### src/rtl/uart_arb_pkg.sv
// uart_arb_pkg
// Shared definitions for the uart_tx arbiter: the sequencing FSM state
// encoding and the window, in cycles, that the arbiter waits for the
// serializer to raise busy after a start pulse.
package uart_arb_pkg;

    typedef enum logic [1:0] {
        IDLE    = 2'd0,
        START   = 2'd1,
        WAIT_HI = 2'd2,
        WAIT_LO = 2'd3
    } arb_state_e;

    // Cycles spent in WAIT_HI without seeing busy before the byte is
    // treated as already sent.
    localparam int WAIT_HI_TIMEOUT = 2;
    localparam int TO_CNT_W        = 2;

endpackage

### src/rtl/uart_tx_arbiter_rr_pick.sv
// rr_pick
// Combinational round-robin picker. The search starts one position after
// i_ptr, wraps modulo NREQ, and grants the first eligible index.
//
// Ports:
//   i_elig   [NREQ-1:0]  eligible requesters
//   i_ptr    [IDW-1:0]   index of the previous winner
//   o_grant  [NREQ-1:0]  one-hot grant, zero when nothing is eligible
//   o_idx    [IDW-1:0]   binary index of the granted requester
//   o_any                at least one requester is eligible
module rr_pick #(
    parameter int NREQ = 2,
    parameter int IDW  = $clog2(NREQ)
) (
    input  logic [NREQ-1:0] i_elig,
    input  logic [IDW-1:0]  i_ptr,
    output logic [NREQ-1:0] o_grant,
    output logic [IDW-1:0]  o_idx,
    output logic            o_any
);

    always_comb begin
        logic found;
        found   = 1'b0;
        o_grant = '0;
        o_idx   = '0;
        // Walk offsets 1..NREQ from the pointer; offset NREQ lands back on
        // the previous winner, so it wins again only if it is alone.
        for (int off = 1; off <= NREQ; off++) begin
            for (int j = 0; j < NREQ; j++) begin
                if (!found && i_elig[j] && (j == (int'(i_ptr) + off) % NREQ)) begin
                    found      = 1'b1;
                    o_grant[j] = 1'b1;
                    o_idx      = IDW'(j);
                end
            end
        end
        o_any = found;
    end

endmodule

### src/rtl/uart_tx_arbiter.sv
// uart_tx_arbiter
// Shares one uart_tx serializer between NREQ byte producers with
// round-robin fairness and a packet lock that keeps a multi-byte message
// from being interleaved with other requesters.
//
// Ports:
//   clk, rst                 rising-edge clock, synchronous active-high reset
//   req_valid [NREQ-1:0]     requester i offers a byte
//   req_data  [8*NREQ-1:0]   byte of requester i at [8i+7:8i]
//   req_last  [NREQ-1:0]     byte is the final one of its packet
//   req_ready [NREQ-1:0]     one-hot accept, combinational in IDLE
//   tx_data   [7:0]          byte presented to uart_tx
//   tx_start                 one-cycle start pulse to uart_tx
//   tx_busy                  busy flag from uart_tx
//   grant_id  [IDW-1:0]      index of the last accepted requester
//   locked                   a packet is in progress
//   dbg_state                current sequencing FSM state
//
// Handshake: a byte moves from requester i on a rising edge where
// req_valid[i] and req_ready[i] are both high. A requester holds req_data
// and req_last stable while req_valid is high and not yet accepted; the
// arbiter only raises req_ready while IDLE, out of reset, with tx_busy low.
module uart_tx_arbiter
    import uart_arb_pkg::*;
#(
    parameter int NREQ = 2,
    parameter int IDW  = $clog2(NREQ)
) (
    input  logic              clk,
    input  logic              rst,
    input  logic [NREQ-1:0]   req_valid,
    input  logic [8*NREQ-1:0] req_data,
    input  logic [NREQ-1:0]   req_last,
    output logic [NREQ-1:0]   req_ready,
    output logic [7:0]        tx_data,
    output logic              tx_start,
    input  logic              tx_busy,
    output logic [IDW-1:0]    grant_id,
    output logic              locked,
    output arb_state_e        dbg_state
);

    arb_state_e            r_state;
    arb_state_e            w_state_nxt;
    logic [7:0]            r_tx_data;
    logic [IDW-1:0]        r_grant_id;
    logic [IDW-1:0]        r_rr_ptr;
    logic [IDW-1:0]        r_owner;
    logic                  r_locked;
    logic [TO_CNT_W-1:0]   r_to_cnt;

    logic [NREQ-1:0]       w_owner_mask;
    logic [NREQ-1:0]       w_elig;
    logic [NREQ-1:0]       w_grant;
    logic [IDW-1:0]        w_idx;
    logic                  w_any;
    logic                  w_accept;
    logic [7:0]            w_sel_data;
    logic                  w_sel_last;
    logic                  w_tx_start;

    // While a packet is open only its owner may compete.
    assign w_owner_mask = NREQ'(1) << r_owner;
    assign w_elig       = r_locked ? (req_valid & w_owner_mask) : req_valid;

    rr_pick #(
        .NREQ (NREQ),
        .IDW  (IDW)
    ) u_rr_pick (
        .i_elig  (w_elig),
        .i_ptr   (r_rr_ptr),
        .o_grant (w_grant),
        .o_idx   (w_idx),
        .o_any   (w_any)
    );

    // Gating with rst keeps a reset cycle from looking like a transfer to
    // the requester, since the registers below will not capture it.
    assign w_accept  = (r_state == IDLE) && !rst && !tx_busy && w_any;
    assign req_ready = w_accept ? w_grant : '0;

    always_comb begin
        w_sel_data = 8'h00;
        w_sel_last = 1'b0;
        for (int j = 0; j < NREQ; j++) begin
            if (w_grant[j]) begin
                w_sel_data = req_data[8*j +: 8];
                w_sel_last = req_last[j];
            end
        end
    end

    // Next-state and outputs. tx_start depends on state only, so there is
    // no combinational path from tx_busy to it.
    always_comb begin
        w_state_nxt = r_state;
        w_tx_start  = 1'b0;
        case (r_state)
            IDLE: begin
                if (w_accept) begin
                    w_state_nxt = START;
                end
            end
            START: begin
                w_tx_start  = 1'b1;
                w_state_nxt = WAIT_HI;
            end
            WAIT_HI: begin
                if (tx_busy) begin
                    w_state_nxt = WAIT_LO;
                end else if (r_to_cnt == TO_CNT_W'(WAIT_HI_TIMEOUT - 1)) begin
                    // Serializer finished already or missed the pulse.
                    w_state_nxt = IDLE;
                end
            end
            WAIT_LO: begin
                if (!tx_busy) begin
                    w_state_nxt = IDLE;
                end
            end
            default: w_state_nxt = IDLE;
        endcase
    end

    always_ff @(posedge clk) begin
        if (rst) begin
            r_state    <= IDLE;
            r_tx_data  <= 8'h00;
            r_grant_id <= '0;
            r_rr_ptr   <= IDW'(NREQ - 1);
            r_owner    <= '0;
            r_locked   <= 1'b0;
            r_to_cnt   <= '0;
        end else begin
            r_state <= w_state_nxt;
            if (r_state == WAIT_HI) begin
                r_to_cnt <= r_to_cnt + 1'b1;
            end else begin
                r_to_cnt <= '0;
            end
            if (w_accept) begin
                r_tx_data  <= w_sel_data;
                r_grant_id <= w_idx;
                r_rr_ptr   <= w_idx;
                r_owner    <= w_idx;
                r_locked   <= !w_sel_last;
            end
        end
    end

    assign tx_data   = r_tx_data;
    assign tx_start  = w_tx_start;
    assign grant_id  = r_grant_id;
    assign locked    = r_locked;
    assign dbg_state = r_state;

endmodule

### config.mk
export PLATFORM = sky130hd
export DESIGN_NAME = uart_tx_arbiter
export DESIGN_NICKNAME = d
export VERILOG_FILES = /design/src/rtl/uart_arb_pkg.sv /design/src/rtl/uart_tx_arbiter_rr_pick.sv /design/src/rtl/uart_tx_arbiter.sv
export SDC_FILE = /design/constraint.sdc
export NUM_CORES = 1
export LEC_CHECK = 0
export ABC_AREA = 1
export CAP_MARGIN = 0
export CORE_MARGIN = 3
export CORE_UTILIZATION = 40
export DETAILED_ROUTE_END_ITERATION = 8
export GPL_TIMING_DRIVEN = 0
export PLACE_DENSITY = 0.79
export SKIP_LAST_GASP = 1
export SLEW_MARGIN = 20
export SYNTH_ARGS = -nofsm -noshare
export SYNTH_HDL_FRONTEND = slang
export SYNTH_HIERARCHICAL = 1
export SYNTH_SLANG_ARGS = --single-unit
export TNS_END_PERCENT = 30
### constraint.sdc
create_clock -name clk -period 3.69 [get_ports clk]
set_input_delay 0.738 -clock clk [delete_from_list [all_inputs] [get_ports clk]]
set_output_delay 0.738 -clock clk [all_outputs]
set_load 0.01 [all_outputs]
### After elaboration in Yosys (flattened, before gate mapping)

Cells that the tools add are included.
W data, S select, Z words.

* shift-type cells: 1
* bitwise gates (word level): 4
* eq/ne operators: 9
* $add $sub $neg: 3
* muxes and demuxes: 21
* reductions and logical operators: 21

Operators by type and width (number)
* $logic_not A32 Y1: 2
* $mux W8: 2
* $mux W1: 12
* $mux W2: 6
* $logic_and A1 B1 Y1: 10
* $pmux W2 S4: 1
* $logic_not A1 Y1: 6
* $eq A2 B1 Y1 const B: 2
* $eq A2 B2 Y1 const A: 2
* $eq A2 B2 Y1 const B: 2
* $ne A2 B2 Y1 const B: 2
* $ne A3 B3 Y1 const B: 1
* $reduce_and A3 Y1: 1
* $add A1 B1 Y1 const B: 2
* $add A2 B1 Y2 const B: 1
* $and A1 B1 Y1 const A: 2
* $and A2 B2 Y2: 1
* $logic_not A2 Y1: 1
* $reduce_or A2 Y1: 1
* $shl A1 B1 Y2 const A: 1
* $not A1 Y1: 1

* register bits: 15
* input port bits: 23
* word-level logic and storage cells: 65

### Depth between registers and ports, before layout

Gate-level depths: netlist of the first run.

* depth in word-level cells: 20
* mapped depth: 11
* mapped depth without buffers: 9

### Modules after synthesis

The synthesis of the first run kept the hierarchy.

Modules (own cells, without submodules)
* uart_tx_arbiter: area an instance 740.7 um2, instances 1, cells an instance 115, sequential area each 300.3 um2
* rr_pick: area an instance 33.8 um2, instances 1, cells an instance 7, sequential area each 0.0 um2

### Least setup slack after synthesis of the first run

No wires, ideal clock.

* path type: input to output
* from: input port req_valid[0]
* to: output port req_ready[0]
* stages: 5
* path slack: 1.271 ns
* path buffers: 1
* data arrival time: 1.681 ns
* path through: a21boi_0 > or2_1 > nand4_1 > buf_2 > nor2_1

* word-level cells in the longest chain between the ends: 18
* elaborated cells on any way between the ends: 19
* those cells by class: mux: 7; bitwise: 1; reduce/logical: 11

Ends and longest elaborated chain
* from (decl): line uart_tx_arbiter.sv:31 `input logic [NREQ-1:0] req_valid,`
* $and A2 B2 Y2: line uart_tx_arbiter.sv:64 `assign w_elig = r_locked ? (req_valid & w_owner_mask) : req_valid;`
* $mux W2 *: line uart_tx_arbiter.sv:64
* $logic_and A1 B1 Y1: line uart_tx_arbiter_rr_pick.sv:31 `if (!found && i_elig[j] && (j == (int'(i_ptr) + off) % NREQ)) begin`
* $mux W1: line uart_tx_arbiter_rr_pick.sv:31
* $logic_not A1 Y1: line uart_tx_arbiter_rr_pick.sv:31
* $logic_and A1 B1 Y1 (2 in a row): line uart_tx_arbiter_rr_pick.sv:31
* $mux W1: line uart_tx_arbiter_rr_pick.sv:31
* $logic_not A1 Y1: line uart_tx_arbiter_rr_pick.sv:31
* $logic_and A1 B1 Y1 (2 in a row): line uart_tx_arbiter_rr_pick.sv:31
* $mux W1 *: line uart_tx_arbiter_rr_pick.sv:31
* $logic_not A1 Y1: line uart_tx_arbiter_rr_pick.sv:31
* $logic_and A1 B1 Y1 (2 in a row): line uart_tx_arbiter_rr_pick.sv:31
* $mux W1 *: line uart_tx_arbiter_rr_pick.sv:31
* via w_any: line uart_tx_arbiter.sv:56 `logic w_any;`
* $logic_and A1 B1 Y1 *: line uart_tx_arbiter.sv:79 `assign w_accept = (r_state == IDLE) && !rst && !tx_busy && w_any;`
* $mux W2 *: line uart_tx_arbiter.sv:80 `assign req_ready = w_accept ? w_grant : '0;`
* to (decl): line uart_tx_arbiter.sv:34 `output logic [NREQ-1:0] req_ready,`

Mark *: on every way through the listed nets, which the timed path passes. The rest lies on a longest branch.

### Worst setup path after layout of the first run

* from: input port req_valid[1]
* to: output port req_ready[1]

* elaborated cells on any way between the ends: 17
* those cells by class: mux: 7; bitwise: 1; reduce/logical: 9

RTL lines
* $and A2 B2 Y2: line uart_tx_arbiter.sv:64
* $mux W2 *: line uart_tx_arbiter.sv:64
* via w_elig[1]: line uart_tx_arbiter.sv:53 `logic [NREQ-1:0] w_elig;`
* $logic_and A1 B1 Y1 (2 in a row): line uart_tx_arbiter_rr_pick.sv:31
* $mux W1: line uart_tx_arbiter_rr_pick.sv:31
* $logic_not A1 Y1: line uart_tx_arbiter_rr_pick.sv:31
* $logic_and A1 B1 Y1 (2 in a row): line uart_tx_arbiter_rr_pick.sv:31
* $mux W1: line uart_tx_arbiter_rr_pick.sv:31
* $logic_not A1 Y1: line uart_tx_arbiter_rr_pick.sv:31
* $logic_and A1 B1 Y1 (2 in a row): line uart_tx_arbiter_rr_pick.sv:31
* $mux W1 *: line uart_tx_arbiter_rr_pick.sv:31
* via w_grant[1]: line uart_tx_arbiter.sv:54 `logic [NREQ-1:0] w_grant;`
* $mux W2 *: line uart_tx_arbiter.sv:80

Marks and branches as above.

==> flow_summary.yaml, run 1 <==
finish:
  final_area_sq_um: 1204
  layout-drive-gt1-share: 0.07362
  syn2layout_area_growth_pct: 55.41
  diodes: 0
  fin_nets: 188
  fin_util: 0.6751
  n_fill_cell: 154
timing:
  setup_viol: 0
  drv_slew: 0
  tightest_slew_ps: 450.4
  min_period_over_period: 0.9383
  hold_viol: 0
  rsz0062_at_grt: "false"
  slew_headroom: 0.6998
  clock_skew_ps: 1.220
  setup_tns_ps: 0
  finalCriticalPeriod_ps: 3462
  max_freq_mhz: 288.8
floorplan:
  die-area_sq_um: 2500
  io_pins: 38
  die-width_um: 50
  num_rows: 15
  core_sq_um: 1783
  start_util: 0.4344
  chipHeight_um: 50
clock_network:
  clock_path_buffers: 2
  tritoncts: "done"
  clkLatencyLatePin_ps: 280
  htreeDepth: 1
  clk_pin_slew_ps: 90
  cts_root_buffer: "clkbuf_4"
  clkSinkCount: 15
  cts_buffers: 3
logic_synthesis:
  synthesis.instances: 122
  ys_types: 19
  synth_top_cell_area_share: 0.3877
  yosysSeqAreaShare: 0.3877
  avgSynthCellArea_sq_um: 6.348
  synth_fp_nets: 146
  synth_area_leader_cell: "dfxtp_1"
  ys_top_cells_by_area: "dfxtp_1 39%, nand2_1 22%, a21oi_1 8.4%"
  yosysWarnings: 6
  synth_area_sq_um: 774.5
  ys_ff_latch: 15
worst_setup_path:
  crit_path_start_kind: "input port"
  rr_endpoint: "locked$_SDFFE_PP0P_"
  cp.arrival_ps: 2720
  worstSetupEndpoint: "req_ready[1]"
  ff2ff_path_depth: 10
  path_class: "input port to primary output"
  cp_max_fo: 9
  cp-end-kind: "primary output"
  ff2ff_setup_slack_ps: 1870
  cp.required_ps: 2950
  critPathLaunch: "req_valid[1]"
  reg2reg_from: "r_owner$_SDFFE_PP0P_"
hold_path:
  hold_class: "flip-flop to flip-flop"
  whs_path_depth: 1
detailed_routing:
  via_count: 859
  drc_errors: 0
  drt_pass1_iterations: 4
  post_drt_via_cell_ratio: 4.569
  drt_wl_total_mm: 1.874
  ant_nets: 0
  wl_per_cell_um: 9.968
  drt_iter0_drc: 13
global_routing:
  grt.total_usage: 0.1639
  grt_first_pass_wirelength_mm: 3.215
  grt_pass1_vias: 804
  grt_max_degree: 11
  grt-ovfl-total: 0
  antenna_found_initial: 0
pwr:
  vdd_drop_max_mv: 0.1941
  power_w: 0.0005240
  p_sw_frac: 0.3543
  internal_power_w: 0.0003383
  switchingPower_w: 0.0001856
  p_seq_frac: 0.398
  powerDensity_nw_per_um2: 435.3
  clkPwrFrac: 0.176
  p_leak_nw: 0.4805
  pwr-share-comb: 0.426
placed_design:
  hpwlAfterDp_mm: 1.477
  place_area_sq_um: 1176
  place_congestion: 0.7277
  portBuffers: 37
outcome:
  run_status: "complete, no violations"
flow_run:
  cap_violations: 0
[cell usage in the layout, fill, tap and decap left out, types with 3 or more instances in the layout]
| cell | n |
|---|---|
| nand2_1 | 45 |
| clkdlybuf4s50_1 | 37 |
| dfxtp_1 | 15 |
| nor2_1 | 14 |
| a21oi_1 | 13 |
| inv_1 | 7 |
| o21ai_0 | 7 |
| buf_2 | 3 |
| o21ai_1 | 3 |
| clkbuf_4 | 3 |
[area by class of cell]
class	instances	area (sq um)	share of cell area
buffer	7	37.54	0.03119
clock buffer	3	22.52	0.01871
clock inverter	1	5.005	0.004158
inverter	8	30.03	0.02495
multi-input combinational	92	406.6	0.3378
sequential	15	300.3	0.2495
tap	25	31.28	0.02599
timing repair buffer	37	370.4	0.3077
[cells in the mapped netlist]
cell type / count
ha_1: 1
a21boi_0: 2
o21ai_0: 7
inv_2: 1
a21oi_1: 13
nor2_2: 2
o21ai_1: 3
or2_1: 1
buf_4: 2
nand4_1: 1
dfxtp_1: 15
inv_1: 7
nand3_1: 1
nand2_1: 45
nor2_1: 14
buf_2: 3
o211ai_1: 1
nor3_1: 1
clkbuf_1: 2
[power groups by stage]
stage          combinational, W  clock [W]  sequential, W
6_report               0.000223  0.0000923       0.000209
2_1_floorplan          0.000120          0       0.000218
5_1_grt                0.000252   0.000101       0.000213
3_3_place_gp           0.000221          0       0.000212
3_5_place_dp           0.000224          0       0.000212
4_1_cts                0.000225  0.0000970       0.000209
[routing by layer]
layer  global-route usage  wire length (um)  vias to the layer above
met5                    0                 0                        -
met4              0.07373                12                        0
met3              0.05740               196                        2
met2               0.2609               787                       37
met1               0.1956               877                      351
li1                     -                 -                      469
[how the worst min path moves through the flow]
stage                                 startpoint                endpoint  slack, ps
after CTS                 r_to_cnt[0]$_SDFF_PP0_  r_to_cnt[0]$_SDFF_PP0_        420
final                     r_to_cnt[0]$_SDFF_PP0_  r_to_cnt[0]$_SDFF_PP0_        420
after floorplan           r_to_cnt[0]$_SDFF_PP0_  r_to_cnt[0]$_SDFF_PP0_        400
after global routing      r_to_cnt[0]$_SDFF_PP0_  r_to_cnt[0]$_SDFF_PP0_        450
after global placement    r_to_cnt[0]$_SDFF_PP0_  r_to_cnt[0]$_SDFF_PP0_        410
after detailed placement  r_to_cnt[0]$_SDFF_PP0_  r_to_cnt[0]$_SDFF_PP0_        410
[sequential cells by signal, indices dropped and copies added, names as in the netlist]
register / count
r_to_cnt: 2
r_rr_ptr: 1
dbg_state: 2
locked: 1
tx_data: 8
r_owner: 1
[cell families (layout without fill, tap and decap cells)]
kind of cell / Yosys count / after routing / share of synthesized area
flip-flops: 15 / 15 / 0.3877
AO/OA/AOI/OAI: 26 / 26 / 0.1777
adder cells (fa/ha/maj): 1 / 1 / 0.01615
buffers and inverters: 15 / 56 / 0.08723
AND/OR/NAND/NOR: 65 / 65 / 0.3312
[metrics by stage]
step	hold WS, ps	instances	setup slack (ps)
6_report	419.0	188	227.8
5_1_grt	452.9	188	36.96
4_1_cts	424.2	188	150.7
3_5_place_dp	411.2	184	188.3
3_3_place_gp	407.4	184	169.7
2_1_floorplan	397.3	122	1271
[what timing repair did]
action,in CTS,in global routing
hold endpoints to repair,0,0
setup buffers,0,0
endpoints found under the setup margin,0,2
resized for setup,0,1
hold buffers,0,0
[worst max-delay path, cell delays in order]
cell and delay (ps):
clkdlybuf4s50_1 450, a21boi_0 220, inv_1 80, a21oi_1 180
buf_4 140, buf_2 180, inv_1 80, nor2_1 120
clkdlybuf4s50_1 540
Power figures use the tool's default switching activity.
==> inputs of run 2 (changes only) <==
- CAP_MARGIN: 0 -> 20
==> results of run 2 <==
No change in the layout: final DEF, timing and power equal those of run 1.
==> inputs of run 3 (changes only) <==
- CAP_MARGIN: 20 -> 25
- CORE_MARGIN: 3 -> 2
==> flow_summary.yaml, run 3 (synthesized netlist as in run 1, its figures left out) <==
detailed_routing:
  ant_nets: 0
  drt_pass1_iterations: 5
  post_drt_via_cell_ratio: 4.676
  drt_wl_total_mm: 1.905
  drc_errors: 0
  via_count: 879
  drt_iter0_drc: 21
  wl_per_cell_um: 10.13
placed_design:
  place_area_sq_um: 1176
  hpwlAfterDp_mm: 1.474
  place_congestion: 0.7318
  dp.cells: 184
  portBuffers: 37
finish:
  layout_common_cells: "45 x nand2_1, 37 x clkdlybuf4s50_1, 15 x dfxtp_1, 14 x nor2_1, 13 x a21oi_1"
  largest_reg_flops: 8
  diodes: 0
  fin_util: 0.6751
  fin_nets: 188
  final_area_sq_um: 1204
  layout_commonest_cell: "nand2_1"
  instances_no_fill: 188
  syn2layout_area_growth_pct: 55.41
  layout-drive-gt1-share: 0.07362
pwr:
  powerDensity_nw_per_um2: 440.1
  p_leak_nw: 0.4799
  vdd_drop_max_mv: 0.2101
worst_setup_path:
  slowest_stage: "clkdlybuf4s50_1"
  critPathMostFrequentCell: "clkdlybuf4s50_1"
  reg2reg_from: "r_owner$_SDFFE_PP0P_"
  crit_buf_inv: 3
  rr_endpoint: "tx_data[5]$_SDFFE_PP0P_"
  ff2ff_setup_slack_ps: 1870
  crit_chain: "clkdlybuf4s50_1, a21boi_0, or2_1, nand4_1, buf_2, nor2_1, clkdlybuf4s50_1"
  cp-end-kind: "primary output"
  critical-path-top-delay-family: "buffers and inverters"
  cpPeakStageDelay_ps: 550
  cp.required_ps: 2950
  path_class: "input port to primary output"
  ff2ff_path_depth: 8
  cp_max_fo: 10
  crit_path_start_kind: "input port"
  cp.arrival_ps: 2780
clock_network:
  cts_root_buffer: "clkbuf_4"
  ctsHoldBuffers: 0
  tritoncts: "done"
  clkSinkCount: 15
  clock_path_buffers: 2
  cts_buffers: 3
  htreeDepth: 1
  clk_pin_slew_ps: 90
  cts_setup_buffers: 0
  cts-resized-gates: 0
  clkLatencyLatePin_ps: 280
timing:
  setup_viol: 0
  min_period_over_period: 0.9531
  slew_headroom: 0.7164
  rsz0062_at_grt: "false"
  tightest_slew_ps: 425.5
  clock_skew_ps: 0.5874
  setup_tns_ps: 0
  whs_ps: 453.0
  finalCriticalPeriod_ps: 3517
  max_freq_mhz: 284.3
  drv_slew: 0
  hold_viol: 0
floorplan:
  die-width_um: 48
  num_rows: 15
  core_sq_um: 1783
  start_util: 0.4344
  io_pins: 38
  die-area_sq_um: 2304
  chipHeight_um: 48
global_routing:
  met3_usage: 0.03774
  grt_pass1_vias: 706
  use_met2: 0.2773
  grt.total_usage: 0.1743
  use_met1: 0.2212
  grt_first_pass_wirelength_mm: 2.829
  antenna_found_initial: 0
  grt_max_degree: 11
  gr-max-usage-layer: "met2"
  grt-ovfl-total: 0
hold_path:
  whs_path_depth: 1
  min_to: "r_to_cnt[0]$_SDFF_PP0_"
  worstHoldStart: "r_to_cnt[0]$_SDFF_PP0_"
  hold_class: "flip-flop to flip-flop"
flow_run:
  cap_violations: 0
outcome:
  run_status: "complete, no violations"
run 3: report_power, final:
group	switching, W	internal (W)
clock	0.0000541	0.0000403
sequential	0.0000242	0.000186
combinational	0.000113	0.000113
total	0.000191	0.000338
run 3: layer usage:
layer	part of all wire	wire length (um)
met2	0.43	811
met3	0.072	138
met4	0.017	33
met5	0	0
met1	0.48	921
run 3: layout make-up:
class / instances / area, sq um
fillers: 159 / 579.3
multi-input cells: 92 / 406.6
repair buffers: 37 / 370.4
flip-flops and latches: 15 / 300.3
plain buffers: 7 / 37.54
well taps: 25 / 31.28
inverters: 8 / 30.03
clock buffers: 3 / 22.52
clock inverters: 1 / 5.005
run 3: worst max path at each step:
| stage | to | start | slack [ps] | cells after the start |
|---|---|---|---|---|
| after floorplan | req_ready[0] | req_valid[0] | 1270 | 5 |
| after global placement | req_ready[1] | req_valid[0] | 200 | 7 |
| after global routing | req_ready[0] | req_valid[0] | 60 | 7 |
| final | req_ready[0] | req_valid[0] | 170 | 7 |
| after CTS | req_ready[0] | req_valid[0] | 170 | 7 |
| after detailed placement | req_ready[0] | req_valid[0] | 180 | 7 |
run 3: metrics by stage:
stage	total power [W]	setup WS, ps
5_1_grt	0.0005710	64.63
3_5_place_dp	0.0004388	179.8
6_report	0.0005298	173.2
4_1_cts	0.0005317	166.5
2_1_floorplan	0.0003385	1271
3_3_place_gp	0.0004322	204.1
run 3: worst register-to-register path, cell delays in order (launching register included):
cell	delay (ps)
dfxtp_1	340
a21boi_0	360
a21oi_1	160
buf_4	150
buf_2	160
buf_2	180
o21ai_0	170
nand2_1	80
a21oi_1	140
